## src/rtl/lab2_proc_mem_port_arbiter_pkg.sv

```systemverilog
// rtl/lab2_proc_mem_port_arbiter_pkg.sv - 4B memory message types and port-tag helper
package lab2_proc_mem_port_arbiter_pkg;

  localparam int req_bits  = 77;
  localparam int resp_bits = 47;
  localparam int tag_bit   = 7;

  typedef struct packed {
    logic [2:0]  msg_type;
    logic [7:0]  opaque;
    logic [31:0] addr;
    logic [1:0]  len;
    logic [31:0] data;
  } mem_req_4b_t;

  typedef struct packed {
    logic [2:0]  msg_type;
    logic [7:0]  opaque;
    logic [1:0]  test;
    logic [1:0]  len;
    logic [31:0] data;
  } mem_resp_4b_t;

  // The top opaque bit is borrowed to carry the issuing port through memory.
  function automatic logic [7:0] tag_opaque(input logic [7:0] opaque, input logic port_id);
    return {port_id, opaque[tag_bit-1:0]};
  endfunction

endpackage

```

## src/rtl/lab2_proc_mem_port_arbiter_queue.sv

```systemverilog
// rtl/lab2_proc_mem_port_arbiter_queue.sv - normal (non-bypass) circular response queue
module lab2_proc_mem_port_arbiter_queue #(
  parameter int p_depth = 2,
  parameter int p_width = 47
) (
  input  logic               clk,
  input  logic               reset,
  input  logic [p_width-1:0] enq_msg,
  input  logic               enq_val,
  output logic               enq_rdy,
  output logic [p_width-1:0] deq_msg,
  output logic               deq_val,
  input  logic               deq_rdy
);

  localparam int aw = (p_depth > 1) ? $clog2(p_depth) : 1;
  localparam int cw = $clog2(p_depth + 1);

  logic [p_width-1:0] entries [p_depth];
  logic [aw-1:0]      wr_ptr;
  logic [aw-1:0]      rd_ptr;
  logic [cw-1:0]      count;
  logic               enq;
  logic               deq;

  function automatic logic [aw-1:0] next_ptr(input logic [aw-1:0] ptr);
    return (ptr == aw'(p_depth - 1)) ? '0 : ptr + aw'(1);
  endfunction

  assign enq_rdy = (count != cw'(p_depth));
  assign deq_val = (count != '0);
  assign deq_msg = entries[rd_ptr];
  assign enq     = enq_val && enq_rdy;
  assign deq     = deq_val && deq_rdy;

  always_ff @(posedge clk) begin
    if (enq) begin
      entries[wr_ptr] <= enq_msg;
    end
  end

  always_ff @(posedge clk) begin
    if (reset) begin
      wr_ptr <= '0;
      rd_ptr <= '0;
      count  <= '0;
    end else begin
      if (enq) begin
        wr_ptr <= next_ptr(wr_ptr);
      end
      if (deq) begin
        rd_ptr <= next_ptr(rd_ptr);
      end
      if (enq && !deq) begin
        count <= count + cw'(1);
      end else if (!enq && deq) begin
        count <= count - cw'(1);
      end
    end
  end

endmodule

```

## src/rtl/lab2_proc_rr_arb2.sv

```systemverilog
// rtl/lab2_proc_rr_arb2.sv - two-way round-robin grant with a last-winner priority register
module lab2_proc_rr_arb2 (
  input  logic       clk,
  input  logic       reset,
  input  logic [1:0] req,
  input  logic       xfer,
  output logic [1:0] grant
);

  logic prio;

  // The winner drops to lowest priority: port 0 winning hands priority to port 1.
  always_ff @(posedge clk) begin
    if (reset) begin
      prio <= 1'b0;
    end else if (xfer) begin
      prio <= grant[0];
    end
  end

  always_comb begin
    grant = 2'b00;
    if (req[prio]) begin
      grant[prio] = 1'b1;
    end else if (req[~prio]) begin
      grant[~prio] = 1'b1;
    end
  end

endmodule

```

## src/rtl/lab2_proc_mem_port_arbiter.sv

```systemverilog
// rtl/lab2_proc_mem_port_arbiter.sv - merges imem/dmem request streams onto one memory port
module lab2_proc_mem_port_arbiter
  import lab2_proc_mem_port_arbiter_pkg::*;
#(
  parameter int p_max_inflight = 2,
  parameter int p_resp_q_depth = 2
) (
  input  logic                 clk,
  input  logic                 reset,

  input  logic [req_bits-1:0]  imem_reqstream_msg,
  input  logic                 imem_reqstream_val,
  output logic                 imem_reqstream_rdy,
  output logic [resp_bits-1:0] imem_respstream_msg,
  output logic                 imem_respstream_val,
  input  logic                 imem_respstream_rdy,

  input  logic [req_bits-1:0]  dmem_reqstream_msg,
  input  logic                 dmem_reqstream_val,
  output logic                 dmem_reqstream_rdy,
  output logic [resp_bits-1:0] dmem_respstream_msg,
  output logic                 dmem_respstream_val,
  input  logic                 dmem_respstream_rdy,

  output logic [req_bits-1:0]  mem_reqstream_msg,
  output logic                 mem_reqstream_val,
  input  logic                 mem_reqstream_rdy,
  input  logic [resp_bits-1:0] mem_respstream_msg,
  input  logic                 mem_respstream_val,
  output logic                 mem_respstream_rdy
);

  localparam int cw = $clog2(p_max_inflight + 1);
  localparam logic [cw-1:0] max_cnt = cw'(p_max_inflight);

  logic [1:0]    req_val;
  logic [1:0]    elig;
  logic [1:0]    grant;
  logic [1:0]    req_xfer;
  logic [1:0]    resp_xfer;
  logic [1:0]    q_enq_rdy;
  logic [cw-1:0] inflight [2];

  mem_req_4b_t   sel_req;
  mem_resp_4b_t  mem_resp;
  mem_resp_4b_t  clean_resp;
  logic          resp_dest;

  assign req_val = {dmem_reqstream_val, imem_reqstream_val};

  always_comb begin
    elig = 2'b00;
    for (int i = 0; i < 2; i++) begin
      elig[i] = req_val[i] && (inflight[i] < max_cnt);
    end
  end

  lab2_proc_rr_arb2 arb (
    .clk   (clk),
    .reset (reset),
    .req   (elig),
    .xfer  (mem_reqstream_val && mem_reqstream_rdy),
    .grant (grant)
  );

  assign mem_reqstream_val  = |elig;
  assign imem_reqstream_rdy = grant[0] && mem_reqstream_rdy;
  assign dmem_reqstream_rdy = grant[1] && mem_reqstream_rdy;

  always_comb begin
    sel_req        = grant[1] ? mem_req_4b_t'(dmem_reqstream_msg)
                              : mem_req_4b_t'(imem_reqstream_msg);
    sel_req.opaque = tag_opaque(sel_req.opaque, grant[1]);
  end

  assign mem_reqstream_msg = sel_req;

  assign mem_resp  = mem_respstream_msg;
  assign resp_dest = mem_resp.opaque[tag_bit];

  always_comb begin
    clean_resp                 = mem_resp;
    clean_resp.opaque[tag_bit] = 1'b0;
  end

  // Ready follows the destination queue only, never the memory's val.
  assign mem_respstream_rdy = q_enq_rdy[resp_dest];

  lab2_proc_mem_port_arbiter_queue #(.p_depth(p_resp_q_depth), .p_width(resp_bits)) imem_resp_q (
    .clk     (clk),
    .reset   (reset),
    .enq_msg (clean_resp),
    .enq_val (mem_respstream_val && !resp_dest),
    .enq_rdy (q_enq_rdy[0]),
    .deq_msg (imem_respstream_msg),
    .deq_val (imem_respstream_val),
    .deq_rdy (imem_respstream_rdy)
  );

  lab2_proc_mem_port_arbiter_queue #(.p_depth(p_resp_q_depth), .p_width(resp_bits)) dmem_resp_q (
    .clk     (clk),
    .reset   (reset),
    .enq_msg (clean_resp),
    .enq_val (mem_respstream_val && resp_dest),
    .enq_rdy (q_enq_rdy[1]),
    .deq_msg (dmem_respstream_msg),
    .deq_val (dmem_respstream_val),
    .deq_rdy (dmem_respstream_rdy)
  );

  assign req_xfer  = {dmem_reqstream_val && dmem_reqstream_rdy,
                      imem_reqstream_val && imem_reqstream_rdy};
  assign resp_xfer = {dmem_respstream_val && dmem_respstream_rdy,
                      imem_respstream_val && imem_respstream_rdy};

  // A request counts as in flight until its response is handed to the processor.
  always_ff @(posedge clk) begin
    if (reset) begin
      inflight[0] <= '0;
      inflight[1] <= '0;
    end else begin
      for (int i = 0; i < 2; i++) begin
        if (req_xfer[i] && !resp_xfer[i]) begin
          inflight[i] <= inflight[i] + cw'(1);
        end else if (!req_xfer[i] && resp_xfer[i]) begin
          inflight[i] <= inflight[i] - cw'(1);
        end
      end
    end
  end

  resp_for_idle_port: assert property (@(posedge clk) disable iff (reset)
    (mem_respstream_val && mem_respstream_rdy) |-> (inflight[resp_dest] != '0));

  inflight_fits_queue: assert property (@(posedge clk) p_max_inflight <= p_resp_q_depth);

endmodule

```

## config.mk

```make
export PLATFORM = sky130hd
export DESIGN_NAME = lab2_proc_mem_port_arbiter
export DESIGN_NICKNAME = d
export VERILOG_FILES = /design/src/rtl/lab2_proc_mem_port_arbiter_pkg.sv /design/src/rtl/lab2_proc_mem_port_arbiter_queue.sv /design/src/rtl/lab2_proc_rr_arb2.sv /design/src/rtl/lab2_proc_mem_port_arbiter.sv
export SDC_FILE = /design/constraint.sdc
export NUM_CORES = 1
export LEC_CHECK = 0
export CORE_AREA = 5 5 149 151
export DETAILED_ROUTE_END_ITERATION = 12
export DIE_AREA = 0 0 154 156
export PLACE_DENSITY = 0.78
export SLEW_MARGIN = 20
export SYNTH_ARGS = -nofsm -noshare
export SYNTH_HDL_FRONTEND = slang
export SYNTH_HIERARCHICAL = 1
export SYNTH_SLANG_ARGS = --single-unit
```

## constraint.sdc

```tcl
create_clock -name clk -period 7.61 [get_ports clk]
set_input_delay 1.9025 -clock clk [delete_from_list [all_inputs] [get_ports clk]]
set_output_delay 1.9025 -clock clk [all_outputs]
set_load 0.01 [all_outputs]
```

[Yosys cells after proc, flatten, opt, wreduce, memory -nomap -nowiden]
Memory sizes are Yosys's and may differ from the RTL's. A register that Yosys moved wholly into a read port is not among the register bits.
Index checks and enable logic that the tools add are counted.
Storage, ports and cells
  logic and storage cells: 120
  register bits: 9
  bits in read-only memories: 0
  latch bits: 0
  input port bits: 209
  memories kept: 3
  RAM bits: 188
Operators by class
  div/mod/pow operators: 0
  bitwise operators: 5
  $lt $le $gt $ge: 7
  add/subtract/negate cells: 12
  eq/ne operators: 2
  mux-type cells: 49
  shifts and indexed selects: 0
  reduce and logical (&&, ||, !) cells: 35
  multiply operators: 0
Memory list
  dmem_resp_q.entries: depth 2, bits a word 46, rd ports 1, clocked after Yosys merged registers in 1, wr ports 1, line lab2_proc_mem_port_arbiter_queue.sv:19  | logic [p_width-1:0] entries [p_depth];
  imem_resp_q.entries: depth 2, bits a word 46, rd ports 1, clocked after Yosys merged registers in 1, wr ports 1, line lab2_proc_mem_port_arbiter_queue.sv:19
  inflight: depth 2, bits a word 2, rd ports 2, clocked after Yosys merged registers in 0, wr ports 2, line lab2_proc_mem_port_arbiter.sv:42  | logic [cw-1:0] inflight [2];
Operators by type and width (count)
  two-way mux 77 bit: 1
  two-way mux 1 bit: 36
  logical AND 1 bit: 23
  two-way mux 2 bit: 10
  adder 2 x 1 -> 2 bit (second input constant): 4
  nonzero test 2 bit: 4
  subtractor 2 x 1 -> 2 bit (second input constant): 4
  logical NOT 1 bit: 7
  less-than comparator 1 x 2 -> 1 bit (second input constant): 3
  adder 1 bit (second input constant): 4
  less-than comparator 2 bit (second input constant): 2
  inequality test 2 bit (second input constant): 2
  OR 1 bit: 4
  demux 1 bit (select 1 bit): 2
  >= comparator 1 bit (second input constant): 2
  OR reduction 2 bit: 1
  NOT 1 bit: 1

[Logic depth before layout (Yosys ltp)]
  depth after elaboration: 16
  mapped depth: 7
  depth with buffers taken out: 6

[Cells and area by module]
The synthesis kept the hierarchy.
Modules (own cells, without submodules)
  lab2_proc_mem_port_arbiter_queue: seq. area each 2922.8 um2, area an instance 3618.5 um2, instances 2, cells each 170
  lab2_proc_mem_port_arbiter: seq. area each 120.1 um2, area an instance 1252.5 um2, instances 1, cells each 122
  lab2_proc_rr_arb2: seq. area each 20.0 um2, area an instance 67.6 um2, instances 1, cells each 7

[Least setup slack after synthesis]
OpenSTA, ideal clock, no wires.
  kind: in2out
  start point: input dmem_reqstream_val
  end point: output mem_reqstream_msg[12]
  buffers on the path: 3
  path slack: 2219 ps
  arrival: 3489 ps
  cell stages on the path: 6
  required time: 5707 ps
  cell sequence: nor2b_1 a21boi_0 clkbuf_2 buf_2 buf_2 mux2_2
Between the ends
  cells in the longest elaborated chain, start to end: 6
  elaborated cells between the ends (all ways): 8
  classes of those cells: mux (7); reduce/logical (1)
Ends and longest elaborated chain
  from (decl): line lab2_proc_mem_port_arbiter.sv:19  | input logic dmem_reqstream_val,
  logical AND 1 bit (*): line lab2_proc_mem_port_arbiter.sv:54  | elig[i] = req_val[i] && (inflight[i] < max_cnt);
  two-way mux 1 bit (not written as such) (2 in a row): line lab2_proc_rr_arb2.sv:25  | end else if (req[~prio]) begin
  two-way mux 2 bit: line lab2_proc_rr_arb2.sv:25
  two-way mux 2 bit (*): line lab2_proc_rr_arb2.sv:23  | if (req[prio]) begin
  net mem_reqstream_msg[73]: line lab2_proc_mem_port_arbiter.sv:25  | output logic [req_bits-1:0] mem_reqstream_msg,
  two-way mux 77 bit (*): line lab2_proc_mem_port_arbiter.sv:71  | sel_req = grant[1] ? mem_req_4b_t'(dmem_reqstream_msg)
  to (decl): line lab2_proc_mem_port_arbiter.sv:25
The timed path passes the listed nets; every way through them passes the cells marked *. The select of a mux whose other input is x is not followed.

[Worst setup path after layout]
  start point: input dmem_reqstream_val
  end point: output mem_reqstream_msg[7]
Between the ends
  cells in the longest elaborated chain, start to end: 6
  elaborated cells between the ends (all ways): 8
  classes of those cells: mux (7); reduce/logical (1)
Ends and longest elaborated chain
  logical AND 1 bit (*): line lab2_proc_mem_port_arbiter.sv:54
  net elig[1]: line lab2_proc_mem_port_arbiter.sv:37  | logic [1:0] elig;
  two-way mux 1 bit (not written as such) (2 in a row): line lab2_proc_rr_arb2.sv:25
  two-way mux 2 bit: line lab2_proc_rr_arb2.sv:25
  two-way mux 2 bit (*): line lab2_proc_rr_arb2.sv:23
  two-way mux 77 bit (*): line lab2_proc_mem_port_arbiter.sv:71
Marked as above.

==> impl_results.md <==
* Most used cell, CP: sky130_fd_sc_hd__clkdlybuf4s50_1
* Worst path top cell family by delay: buffers and inverters
* Worst EP arrival at 4.56 ns
* Final count of pins violating max slew at 0
* Cell total after placement at 1119
* Worst Setup EP: mem_reqstream_msg[7]
* Clock transition at the register clock pins on the worst setup and hold paths after CTS at 0.06 ns
* Total grt overflow at 0
* Final GP Congestion at 0.865
* Dominant synthesized flop cell: sky130_fd_sc_hd__edfxtp_1
* Number of buffers and inverters on the critical path at 3
* Critical path capture point type: primary output
* Count of nets left with antenna violations after detail routing at 0
* Via density at 4.88
* H-tree depth reported by CTS at 1
* TritonCTS Sinks at 203
* Worst-Margin Slew at 0.758 ns
* Number of nets at the end of the flow at 1076
* PnR Total Power at 3.46 mW
* GRT Total Usage at 19.4%
* Peak clock frequency supported by timing at 0.155 GHz
* Kind of launch point of the worst setup path: input pin
* Highest cell delay on the worst timing path at 0.69 ns
* Worst-path cell with the longest stage delay: sky130_fd_sc_hd__a21boi_4
* Skew-Pair Late Insertion Delay at 0.47 ns
* Async set-or-reset flop fraction in the synthesized netlist at 0%
* Wire length of the first global-routing pass at 35800 um
* Detailed-route via count at 5607
* Core region area at 20700 um2
* Effective utilization at floorplan at 41.4%
* Post-route clock period utilization at 85.0%
* Post-synth EDFFs at 192
* Classification of the worst setup path: input pin to primary output
* Syn avg cell area at 18.2 um2
* Setup repair after global routing missed its margin: false
* Finished Layout Cells at 1150
* Die Y at 156 um
* Run status: finished, final reports clean
* Die Outline Area at 24000 um2
* Routed len/inst at 21.4 um
* Drt first-iter violations at 224
* Worst ir drop on vdd at 0.000126 V
* Hold-fix buffers at CTS at 0
* Number of instances in the synthesized netlist at 469
* Dpl cell area at 12700 um2
* Number of core rows at 53
* HPWL after detailed placement at 18500 um
* Sum Neg Setup Slack at 0 ns
* Area share of the leading cell type in the synthesized netlist at 67.4%
* Synth unique cells at 36
* Leak at 4.53 nW
* Top cell type by total area after synthesis: sky130_fd_sc_hd__edfxtp_1
* Cell Pwr Density at 261 nW/um2
* # Post-CTS Setup Buffers at 0
* Die boundary width at 154 um
* Layout-stage area growth over the synthesis result at 54.6%
* Deepest clock path buffer count at 3
* Resize count post-CTS at 0
* Inserted Clock Buffers at 19
* Biggest area contributors in the synthesized netlist: sky130_fd_sc_hd__edfxtp_1, sky130_fd_sc_hd__mux2_2, sky130_fd_sc_hd__dfxtp_1
* Footprint of the multi-input gates at 2440 um2
* Start of the worst register-to-register path: inflight[1][1]
* IO buf count at 383
* Count of endpoints failing setup in the final report at 0
* Count of maximum capacitance violations at 0
* Reg2reg setup slack at 5.23 ns
* Via count of the first global-routing pass at 6019
* Number of gates on the worst path with buffers counted at 6
* Critical path launch point: dmem_reqstream_val
* Syn. warnings at 6
* Wire length reported by the detailed router at 24600 um
* Fraction of layout instances using a drive strength above 1 at 24.8%
* Max-slew headroom at the worst pin at 49.3%
* Mapped Area at 8560 um2
* FF/Latch Area at 5990 um2
* Maximum fanout encountered on the critical timing path at 37
* Hold slack final at 0.506 ns
* I/O pin count at 386
* Buffer cell driving the clock tree root: sky130_fd_sc_hd__clkbuf_16
* DRT Pass-1 Iters at 4
* Post-layout min period at 6.47 ns
* Hold Path Class: flop to flop
* Synth top cells by count: sky130_fd_sc_hd__edfxtp_1, sky130_fd_sc_hd__mux2_2, sky130_fd_sc_hd__buf_2
* Cell with the most instances after synthesis: sky130_fd_sc_hd__edfxtp_1
* CTS tree: done
* Synthesized flop and latch total at 203
* Number of failing hold endpoints at the final stage at 0
* Skew final at 0.0170 ns
* Critical path cell sequence: clkdlybuf4s50_1 > nor2b_1 > a21boi_4 > buf_12 > mux2_2 > clkdlybuf4s50_1
* Crit Reg-Reg Endpoint: inflight[1][0]
* Number of filler instances in the final layout at 1574
* Sequential-to-total area share from yosys stat at 70.0%
* Post-Layout Inst Area at 13200 um2
* R2R cell count at 5
* Required time at the worst-slack endpoint at 5.71 ns
* Pin count of the biggest net entering global routing at 48
* Detailed-route DRC error count at 0
* Ant. Diodes at 0
* Initial antenna violation count at 2
==> power breakdown <==
group | total [mW] | switching, mW | leakage (nW) | internal [mW]
Clock | 0.814 | 0.356 | 0.253 | 0.459
Sequential | 1.37 | 0.0331 | 1.86 | 1.34
Combinational | 1.27 | 0.540 | 2.43 | 0.732
Total | 3.46 | 0.929 | 4.53 | 2.53
==> cells in the final DEF (no fill, tap or decap), types with 2 or more instances in the layout <==
master / instances
sky130_fd_sc_hd__or2_2: 4
sky130_fd_sc_hd__clkbuf_16: 19
sky130_fd_sc_hd__nor2_1: 7
sky130_fd_sc_hd__and3_1: 2
sky130_fd_sc_hd__a21bo_2: 2
sky130_fd_sc_hd__mux2_2: 171
sky130_fd_sc_hd__clkbuf_1: 7
sky130_fd_sc_hd__buf_4: 8
sky130_fd_sc_hd__a21oi_1: 7
sky130_fd_sc_hd__edfxtp_1: 192
sky130_fd_sc_hd__inv_2: 2
sky130_fd_sc_hd__and3_2: 2
sky130_fd_sc_hd__o21ai_0: 4
sky130_fd_sc_hd__clkinv_1: 4
sky130_fd_sc_hd__ha_1: 2
sky130_fd_sc_hd__or3_1: 2
sky130_fd_sc_hd__dfxtp_1: 9
sky130_fd_sc_hd__clkdlybuf4s50_1: 383
sky130_fd_sc_hd__and2_1: 6
sky130_fd_sc_hd__inv_1: 2
sky130_fd_sc_hd__conb_1: 4
sky130_fd_sc_hd__xor2_1: 8
sky130_fd_sc_hd__nand2b_1: 3
sky130_fd_sc_hd__nand3b_1: 3
sky130_fd_sc_hd__nor2b_1: 3
sky130_fd_sc_hd__dfxtp_2: 2
==> per-layer routing <==
metal | vias up | GRT usage (%) | part of all wire [%]
met2 | 252 | 36.3 | 53
met1 | 2701 | 21.8 | 36
met4 | 4 | 5.00 | 2.3
li1 | 2608 | - | -
met3 | 42 | 5.46 | 8.3
met5 | - | 0 | 0.14
==> tightest hold or removal path, stage by stage (launching register included) <==
cell	delay [ns]
sky130_fd_sc_hd__dfxtp_1	0.32
sky130_fd_sc_hd__xor2_1	0.08
sky130_fd_sc_hd__nor2_1	0.07
==> flip-flops by register name, indices dropped and copies added, names as in the netlist, named ones only <==
signal	count
dmem_resp_q/rd_ptr	1
imem_resp_q/entries	94
imem_resp_q/count	2
dmem_resp_q/count	2
arb/prio	1
imem_resp_q/rd_ptr	1
imem_resp_q/wr_ptr	1
inflight	4
dmem_resp_q/wr_ptr	1
dmem_resp_q/entries	94
==> worst min-delay path by stage <==
stage                         startpoint                    to  slack (ns)  depth (start not counted)
CTS                   dmem_resp_q/rd_ptr                  flop        0.51                          2
global route          imem_resp_q/rd_ptr    imem_resp_q/rd_ptr        0.55                          2
floorplan           dmem_resp_q/count[1]  dmem_resp_q/count[1]        0.47                          2
detailed placement    dmem_resp_q/rd_ptr                  flop        0.49                          2
finish                dmem_resp_q/rd_ptr    dmem_resp_q/rd_ptr        0.51                          2
global placement      imem_resp_q/rd_ptr                  flop        0.49                          2
==> through the flow <==
step	utilization (%)	setup WS, ns
after floorplan	-	2.22
after global placement	61.4	1.11
after detailed placement	61.4	1.11
after CTS	63.9	1.10
after global routing	63.9	0.989
final	63.9	1.14
==> cell families (layout without fill, tap and decap cells) <==
logic type,after synthesis,in the layout,share of synthesized area [%]
compound gates,20,20,1.62
flops,203,203,70.0
buf+inv,24,427,1.78
other cells,1,4,0.0438
mux,172,172,22.6
fa+ha+maj,2,2,0.292
simple gates,38,38,2.76
xor+xnor,9,9,0.921
==> area by class of cell <==
| cell class | instances | area share, % |
|---|---|---|
| Clock inverter | 5 | 0.180 |
| Timing Repair Buffer | 392 | 29.6 |
| Multi-Input combinational cell | 245 | 18.5 |
| Inverter | 4 | 0.113 |
| Clock buffer | 26 | 3.79 |
| Tap cell | 275 | 2.60 |
| Sequential cell | 203 | 45.3 |
Power figures use the tool's default switching activity.
